[src/rtl/delay_tap_calibrator.sv]
// Tap-sweep calibrator for a cascade delay line: majority-votes the sampled signal per tap and locks on the first vote flip.
// Optional DLY_CAL_BACKOFF_EN: step back min(BACKOFF, edge_tap) taps after lock.
module delay_tap_calibrator #(
  parameter int N_TAPS  = 6,
  parameter int SETTLE  = 4,
  parameter int SAMPLES = 8,
  parameter int BACKOFF = 1,
  localparam int W = $clog2(N_TAPS + 1)
) (
  input  logic         CLK,
  input  logic         RST,
  input  logic         start,
  input  logic         sample_in,
  output logic         dly_ce,
  output logic         dly_inc,
  output logic         dly_rst,
  output logic         busy,
  output logic         done,
  output logic         locked,
  output logic         err,
  output logic [W-1:0] edge_tap,
  output logic [W-1:0] tap_pos
);

  // One shared counter serves settle, sample and back-off phases.
  localparam int CMAX = (SETTLE > SAMPLES) ? ((SETTLE > BACKOFF) ? SETTLE : BACKOFF)
                                           : ((SAMPLES > BACKOFF) ? SAMPLES : BACKOFF);
  localparam int CW = $clog2(CMAX + 1);
  localparam int OW = $clog2(SAMPLES + 1);
  localparam logic [CW-1:0] SETTLE_LAST = CW'(SETTLE - 1);
  localparam logic [CW-1:0] SAMPLE_LAST = CW'(SAMPLES - 1);
  localparam logic [W-1:0]  TAP_MAX     = W'(N_TAPS);

  typedef enum logic [2:0] {
    S_IDLE, S_LRST, S_SETTLE, S_SAMPLE, S_EVAL, S_STEP, S_BACK, S_FIN
  } state_t;

  state_t          state;
  logic [CW-1:0]   cnt;
  logic [OW-1:0]   ones;
  logic            vote;
  logic            ref_vote;

  // Strict majority: an exact tie votes 0.
  function automatic logic majority(input logic [OW-1:0] n);
    return ({1'b0, n} << 1) > (OW+1)'(SAMPLES);
  endfunction

  always_ff @(posedge CLK or posedge RST) begin
    if (RST) begin
      state    <= S_IDLE;
      dly_rst  <= 1'b1;
      dly_ce   <= 1'b0;
      dly_inc  <= 1'b0;
      busy     <= 1'b0;
      done     <= 1'b0;
      locked   <= 1'b0;
      err      <= 1'b0;
      edge_tap <= '0;
      tap_pos  <= '0;
      cnt      <= '0;
      ones     <= '0;
      vote     <= 1'b0;
      ref_vote <= 1'b0;
    end else begin
      case (state)
        S_IDLE: begin
          dly_rst <= 1'b0;
          if (start) begin
            state    <= S_LRST;
            dly_rst  <= 1'b1;
            busy     <= 1'b1;
            locked   <= 1'b0;
            err      <= 1'b0;
            edge_tap <= '0;
          end
        end
        S_LRST: begin
          dly_rst <= 1'b0;
          tap_pos <= '0;
          cnt     <= '0;
          state   <= S_SETTLE;
        end
        S_SETTLE: begin
          if (cnt == SETTLE_LAST) begin
            cnt   <= '0;
            ones  <= '0;
            state <= S_SAMPLE;
          end else begin
            cnt <= cnt + 1'b1;
          end
        end
        S_SAMPLE: begin
          ones <= ones + OW'(sample_in);
          if (cnt == SAMPLE_LAST) begin
            vote  <= majority(ones + OW'(sample_in));
            state <= S_EVAL;
          end else begin
            cnt <= cnt + 1'b1;
          end
        end
        S_EVAL: begin
          if (tap_pos == '0) ref_vote <= vote;
          if (tap_pos != '0 && vote != ref_vote) begin
            edge_tap <= tap_pos;
            locked   <= 1'b1;
`ifdef DLY_CAL_BACKOFF_EN
            if (BACKOFF == 0) begin
              done  <= 1'b1;
              state <= S_FIN;
            end else begin
              cnt     <= (BACKOFF < int'(tap_pos)) ? CW'(BACKOFF) : CW'(tap_pos);
              dly_ce  <= 1'b1;
              dly_inc <= 1'b0;
              state   <= S_BACK;
            end
`else
            done  <= 1'b1;
            state <= S_FIN;
`endif
          end else if (tap_pos < TAP_MAX) begin
            dly_ce  <= 1'b1;
            dly_inc <= 1'b1;
            state   <= S_STEP;
          end else begin
            err   <= 1'b1;
            done  <= 1'b1;
            state <= S_FIN;
          end
        end
        S_STEP: begin
          dly_ce  <= 1'b0;
          dly_inc <= 1'b0;
          tap_pos <= tap_pos + 1'b1;
          cnt     <= '0;
          state   <= S_SETTLE;
        end
`ifdef DLY_CAL_BACKOFF_EN
        S_BACK: begin
          // dly_ce stays high here: one decrement per cycle, tracked in tap_pos.
          tap_pos <= tap_pos - 1'b1;
          if (cnt == CW'(1)) begin
            dly_ce <= 1'b0;
            done   <= 1'b1;
            state  <= S_FIN;
          end else begin
            cnt <= cnt - 1'b1;
          end
        end
`endif
        S_FIN: begin
          done  <= 1'b0;
          busy  <= 1'b0;
          state <= S_IDLE;
        end
        default: state <= S_IDLE;
      endcase
    end
  end

endmodule

[config.mk]
export PLATFORM = sky130hd
export DESIGN_NAME = delay_tap_calibrator
export DESIGN_NICKNAME = d
export VERILOG_FILES = /design/src/rtl/delay_tap_calibrator.sv
export SDC_FILE = /design/constraint.sdc
export NUM_CORES = 1
export LEC_CHECK = 0
export ABC_AREA = 1
export CAP_MARGIN = 20
export CORE_UTILIZATION = 45
export CTS_BUF_LIST = sky130_fd_sc_hd__clkbuf_4 sky130_fd_sc_hd__clkbuf_8
export DETAILED_ROUTE_END_ITERATION = 10
export GPL_ROUTABILITY_DRIVEN = 0
export PLACE_DENSITY = 0.67
export SLEW_MARGIN = 20
export SYNTH_ARGS = -nofsm -noshare
export SYNTH_HDL_FRONTEND = slang
export SYNTH_SLANG_ARGS = --single-unit
[constraint.sdc]
create_clock -name CLK -period 1.77 [get_ports CLK]
set_clock_uncertainty 0.15 [all_clocks]
set_input_delay 0.177 -clock CLK [delete_from_list [all_inputs] [get_ports CLK]]
set_output_delay 0.177 -clock CLK [all_outputs]
set_load 0.005 [all_outputs]
==> flow_results.org, run 1 <==
** Clocking
- H-Tree Depth :: 1
- The clock passes through at most 2 buffers.
- The number of setup buffers added after CTS is 0.
- Clock net sink count :: 25
- Source-to-sink clock delay at the later pin of the worst-skew pair :: about 0.32 ns
- Number of buffers created by CTS :: 3
- After clock tree synthesis, the clock-pin slew on the worst setup and hold paths is 0.13 ns.
- TritonCTS clock tree :: done
- CTS Hold Buffers Added :: 0
- Once the clock tree was built, the resizer swapped 0 gates to a different size.
- Clock root cell :: clkbuf_4

** Drt
- Number of detailed-route iterations in the first pass :: 4
- Number of remaining DRC errors :: 0
- Total wirelength of the detailed-routed design :: around 2.5 mm
- Via total after detailed routing :: around 1,100
- Dividing the detail-routed via count by the number of cells gives 5.11.
- DRC marker count from the first detailed-route iteration :: 30
- The count of nets left with antenna violations once routing finished came out at 0.
- WL/cell :: between 10 and 15 um

** Worst setup path
- The critical path is of the reg2out type.
- Count of buffer and inverter cells on the critical path :: 1
- Highest-delay cell along the critical path :: dfstp_2
- Kind of start point of the critical path :: flop
- STA classifies the critical path endpoint as an output pin.
- Cells traversed along the worst timing path :: clkdlybuf4s50_1
- STA puts the critical path data required time at 1.44 ns.
- Max incr delay on CP :: approximately 0.55 ns
- The cell family contributing the most delay on the critical path is flip-flops.
- STA puts the critical path data arrival time at around 1.4 ns.
- In this run the worst path has a maximum fanout of 2.

** Global routing
- The via count of the first global-routing pass came to around 1,000.
- Entering global routing, the biggest net connects 26 pins.
- Total GRT Usage :: 18.0%
- Final global-route overflow total :: 0
- The first global-routing pass estimated ~4.6 mm of wire.
- Antenna violations before repair :: 0

** Layout
- For this run, the post-layout net count is ~190.
- Once layout is complete, the utilization of the core stands at 56.0%.
- Layout Area Growth over Synthesis :: 16.4%
- The number of antenna diodes in the final layout is 0.
- Post-route design area :: 1570 um2
- The post-route netlist has under 10% of its cells at a drive strength greater than 1.

** STA
- Final hold violation count :: 0
- After routing, the total negative slack on setup checks comes to 0 ns.
- Final WS setup :: 0.0793 ns
- Final setup viols :: 0
- For the pin with the worst max-slew slack, the measured transition is approximately 0.32 ns.
- Static timing analysis puts the maximum clock frequency at between 500 and 600 MHz.
- Share of the clock period used by the worst path :: between 90% and 100%
- The final max-slew violation count was 0.
- Setup repair after global routing left no endpoint under its margin.
- After layout, the minimum clock period comes to around 1.7 ns.
- Measured against its own limit, the worst slew margin works out to 78.6%.

** Die
- Initial Utilization :: between 40% and 50%
- 17 I/O pins were placed.
- Die ar. :: 3220 um2
- Horizontal die dimension :: approximately 57 um
- # rows :: 19
- The core region is approximately 2800 um2.
- The die is 56.8 um tall.

** Yosys
- Of the synthesized area, sequential elements account for 46.4%.
- Synth async-reset ratio :: between 90% and 100%
- Of the post-synthesis cell area, the dominant cell type holds about 44%.
- The average instance in the mapped netlist occupies 8.18 um2.
- The cell count after synthesis came out at 165.
- Sorting the synthesized cells by area gives the leading types as dfrtp_1 (44%), nand2_1 (15%), nand3_1 (5.9%), inv_1 (5.3%), ha_1 (4.6%).
- During synthesis, Yosys emitted a total of 0 warnings.
- The number of nets in the synthesized netlist is 174.
- Most frequent cell after synthesis :: nand2_1
- Cell accounting for the most synthesized area :: dfrtp_1
- Most used flip-flop cell after synthesis :: dfrtp_1
- Most common library cells after synthesis :: nand2_1 (53), dfrtp_1 (24), inv_1 (19)
- Total of flip-flops plus latches after synthesis :: 25
- Cell variety after synth :: 25
- Counting flops with a built-in enable in the synthesized netlist gives 0.
- In this run the cell area of the synthesized design comes to 1350 um2.

** Power
- Per report_power, the clock group accounts for between 10% and 20% of the total.
- Summed over all cells, the static leakage comes to around 0.83 nW.
- Power spread over the standard cell area amounts to 1480 nW/um2.
- Pwr Total :: about 2.3 mW
- Share of power burned in registers :: approximately two fifths
- Worst supply voltage drop on vdd :: about 660 uV
- Sw frac :: between 40% and 50%
- The internal portion of the total power is roughly 1.3 mW.
- Switching Power :: roughly 0.99 mW
- Logic pwr share :: a little under half

** Flow run
- The tool flagged a number of max-cap violations equal to 0.

** Placement
- Sum of net half-perimeters after detailed placement :: ~1.9 mm
- OpenSTA, run right after detailed placement, puts the worst setup slack at approximately 0.082 ns.
- Area of placed instances :: 1540 um2
- PortBufs :: 16

** Status
- Status :: finished clean

** Hold path
- Path category of the worst min-delay check :: in2async
## registers in the layout, indices dropped and copies added, names as in the netlist, 3 cells and up
register and cells:
ones 4, edge_tap 3, cnt 4, state 3, tap_pos 3
## cells in the final DEF, fill, tap and decap left out
cell / count
a21boi_0: 1
a21oi_1: 4
buf_4: 1
clkbuf_4: 4
clkdlybuf4s50_1: 16
dfrtp_1: 24
dfstp_2: 1
ha_1: 5
inv_1: 19
inv_2: 1
inv_4: 1
nand2_1: 53
nand2_2: 2
nand2_4: 1
nand2b_4: 1
nand3_1: 16
nand3_4: 1
nand3b_1: 1
nand4_1: 2
nor2_1: 11
nor2_4: 2
nor2_8: 1
nor3_1: 1
o21ai_0: 9
o21ai_1: 1
o21ai_2: 1
xor2_1: 4
## path summary, 6_finish.rpt
kind | end | slack (ns) | cells after the start | start
setup / recovery | dly_rst | 0.08 | 1 | dly_rst
hold / removal | vote | 0.04 | 3 | RST
setup reg to reg | ones[3] | 0.24 | 6 | state[2]
hold reg to reg | ones[0] | 0.35 | 2 | ones[0]
max in group asynchronous | dly_rst | 1.14 | 3 | RST
min in group CLK | ones[0] | 0.35 | 2 | ones[0]
## cells by family after synthesis
| logic type | Yosys count | synth area share (%) |
|---|---|---|
| DFF | 25 | 46.4 |
| xor gates and xnor gates | 4 | 2.59 |
| buffers and inverters | 23 | 7.14 |
| AOI/OAI and AO/OA | 16 | 6.39 |
| adders and majority gates | 5 | 4.63 |
| and+or+nand+nor | 92 | 32.8 |
## through the flow
stage                     instances  hold WS (ns)
after floorplan                 165        0.0536
after global placement          211         0.311
after detailed placement        211         0.320
after CTS                       215        0.0466
after global routing            215        0.0808
final                           215        0.0397
## layer usage
metal	GRT usage, %	share of wire, %	routed length (um)
met1	26.0	49	1250
met2	27.9	46	1170
met3	2.07	2.6	65
met4	6.27	1.6	40
met5	0	0	0
## power by group through the flow
stage	Sequential, mW	Combinational (mW)	Clock (mW)
final	0.957	1.09	0.274
after global routing	0.981	1.25	0.301
after CTS	0.958	1.11	0.286
after detailed placement	0.969	1.10	0
after global placement	0.956	1.07	0
after floorplan	0.929	0.798	0
## final cells by class
type	count	area, um2
Inverter	21	81.3
Sequential cell	25	627
Multi-Input combinational cell	117	627
Tap cell	31	38.8
Fill cell	270	1230
Timing Repair Buffer	17	168
Clock buffer	4	30.0
Note: power is estimated with default switching activity, not from simulation.
==> inputs of run 2 (changes only) <==
DONT_BUFFER_PORTS = 1   (was not set)
PLACE_DENSITY = not set   (was 0.67)
==> run 2 against run 1 <==
Non-clock buffer count decreased by 13. Utilization fell by 4.6 points. Combinational power is 16% lower. First-iteration DRC count is 3.3% higher. Critical path type is now reg2reg. Clock-buffer cell count stayed put. Clock power hardly changed. Highest routed layer unchanged. Register-to-register slack hardly changed.
==> flow_results.org, run 2 (synthesis gave the netlist of run 1 again) <==
** Layout
- Most frequent cells in the layout :: nand2_1 (53), dfrtp_1 (24), inv_1 (19), nand3_1 (16), nor2_1 (11)
- The largest registers in the layout are cnt x4, ones x4.
- The layout has between 200 and 300 filler cells.
- The net count of the finished layout is between 150 and 200.
- Summing all multi-input logic gate instances after layout gives between 600 and 700 um2.
- Layout Area Growth over Synthesis :: 6.77%
- Fraction of final layout cells with drive strength greater than 1 :: 9.94%
- Leading cell type in the layout, fill and taps excluded :: nand2_1
- Diodes inserted :: 0
- Across the whole layout, storage elements account for around 630 um2.
- Post-route design area :: 1440 um2

** Drt
- The first routing iteration left 31 violations.
- Before antenna repair, the detailed router went through 4 iterations.
- Number of remaining DRC errors :: 0
- WL/cell :: ~12 um
- For this block, the routed nets add up to between 2 and 2.5 mm of wire.
- Mean number of vias per cell :: about 5.1
- Via total after detailed routing :: slightly above 1,000
- The detail route stage leaves a number of antenna-violating nets equal to 0.

** Placement
- PortBufs :: 0
- Summed over all nets, the half-perimeter wirelength after detailed placement is ~1.9 mm.
- The placed instances occupy a cell area of approximately 1400 um2.

** Global routing
- Pin count of the biggest net entering global routing :: 16
- Global routing used between 10% and 20% of the available tracks.
- The initial antenna violation count came to 0.
- Via count of the first global-routing pass :: around 1,100
- Final global-route overflow total :: 0
- The first global-routing pass estimated ~4.5 mm of wire.

** STA
- Derived from the worst setup path, the maximum achievable clock frequency is 658 MHz.
- The final hold violation count was 0.
- Final setup viols :: 0
- Setup repair after global routing left no endpoint under its margin.
- Summed over all failing endpoints, the final setup total negative slack is 0 ns.
- The worst path in the final design needs a cycle of between 1.5 and 2 ns, including I/O delays and setup.
- For the pin with the worst max-slew slack, the measured transition is 0.538 ns.
- Worst relative slew slack :: between 60% and 70%
- Fin. max-slew vios :: 0
- Share of the clock period used by the worst path :: between 80% and 90%

** Power
- Summed over all cells, the static leakage comes to approximately 0.79 nW.
- In this run the power density over the cells is approximately 1500 nW/um2.
- IR analysis of the VDD net gives a maximum drop of 762 uV.

** Clocking
- TritonCTS clock tree :: done
- Clock net sink count :: 25
- After clock tree synthesis, the clock-pin slew on the worst setup and hold paths is approximately 0.13 ns.
- H-Tree Depth :: 1
- Buffers inserted to repair hold after CTS numbered 3.
- Clock tree buffer depth :: 2
- The root buffer cell chosen for the clock tree is clkbuf_4.
- The number of gates resized after CTS was 0.
- Source-to-sink clock delay at the later pin of the worst-skew pair :: between 0.3 and 0.4 ns
- Number of setup buffers added after CTS :: 0
- Number of buffers created by CTS :: 3

** Worst setup path
- STA classifies the critical path startpoint as a flop.
- Of all nets on the critical path, the largest fanout is 8.
- Worst endpoint required time :: around 1.9 ns
- Cells traversed along the worst timing path :: inv_4 > nand2_2 > nor2_8 > nor2_1 > nand2_1 > o21ai_0
- Worst path depth :: 6
- The worst setup path is captured at a flop.
- Kind of cell with the highest combined delay on the critical path :: flip-flops
- The critical path is of the reg2reg type.
- Depth of the most critical reg-to-reg path :: 6
- Highest-delay cell along the critical path :: dfrtp_1
- Count of buffer and inverter cells on the critical path :: 1
- Max incr delay on CP :: 0.57 ns
- Data arrival time of the critical path :: between 1.5 and 2 ns

** Die
- Once the floorplan was initialized, standard cells occupied 48.1% of the core.
- In this run the horizontal extent of the chip is between 50 and 60 um.
- # rows :: 19
- Top Ports :: 17
- Core Region :: 2810 um2
- From bottom edge to top edge, the die measures about 57 um.
- Die ar. :: between 3000 and 4000 um2

** Flow run
- Across the run, the number of max-cap violations was 0.

** Hold path
- Path category of the worst min-delay check :: in2reg
- Along the worst hold path, the cell count comes to 3.

** Status
- The run finished with clean final reports.
-- run 2: power breakdown --
| part | switching (mW) | internal [mW] | total (mW) |
|---|---|---|---|
| sequential | 0.197 | 0.774 | 0.972 |
| clock | 0.171 | 0.104 | 0.275 |
| combinational | 0.593 | 0.321 | 0.914 |
-- run 2: final cells by class --
type                    instances  share of cell area, %
multi-input cells             117                   43.5
inverters                      21                   5.64
flip-flops and latches         25                   43.5
clock buffers                   4                   2.08
well taps                      31                   2.69
repair buffers                  4                   2.60
-- run 2: path summary, 6_finish.rpt --
path / to / slack (ns) / start
worst max-delay path: ones[3] / 0.25 / state[2]
worst min-delay path: err / 0.08 / start
worst max register to register: ones[3] / 0.25 / state[2]
worst min register to register: ones[0] / 0.35 / ones[0]
max in group asynchronous: cnt[2] / 0.74 / RST
min in group asynchronous: err / 0.17 / RST
-- run 2: through the flow --
step / hold slack [ns] / std cells / setup WS [ns] / total power, mW / utilization, %
5_1_grt: 0.123 / 202 / 0.0638 / 2.38 / 51.4
4_1_cts: 0.0713 / 202 / 0.247 / 2.19 / 51.4
3_3_place_gp: -0.0142 / 195 / 0.259 / 1.88 / 49.2
2_1_floorplan: 0.0536 / 165 / 0.405 / 1.73 / -
6_report: 0.0761 / 202 / 0.249 / 2.16 / 51.4
3_5_place_dp: 0.00171 / 195 / 0.279 / 1.90 / 49.2
-- run 2: worst min-delay path, stage by stage --
cell      delay, ns
nand3b_1       0.16
nand4_1        0.12
nand2_1        0.07
-- run 2: metal layers --
layer	vias up	GRT usage (%)	wire (um)
li1	537	-	-
met1	475	24.1	1270
met2	9	28.2	1060
met3	5	2.76	53
met4	0	10.5	54
met5	-	0	0
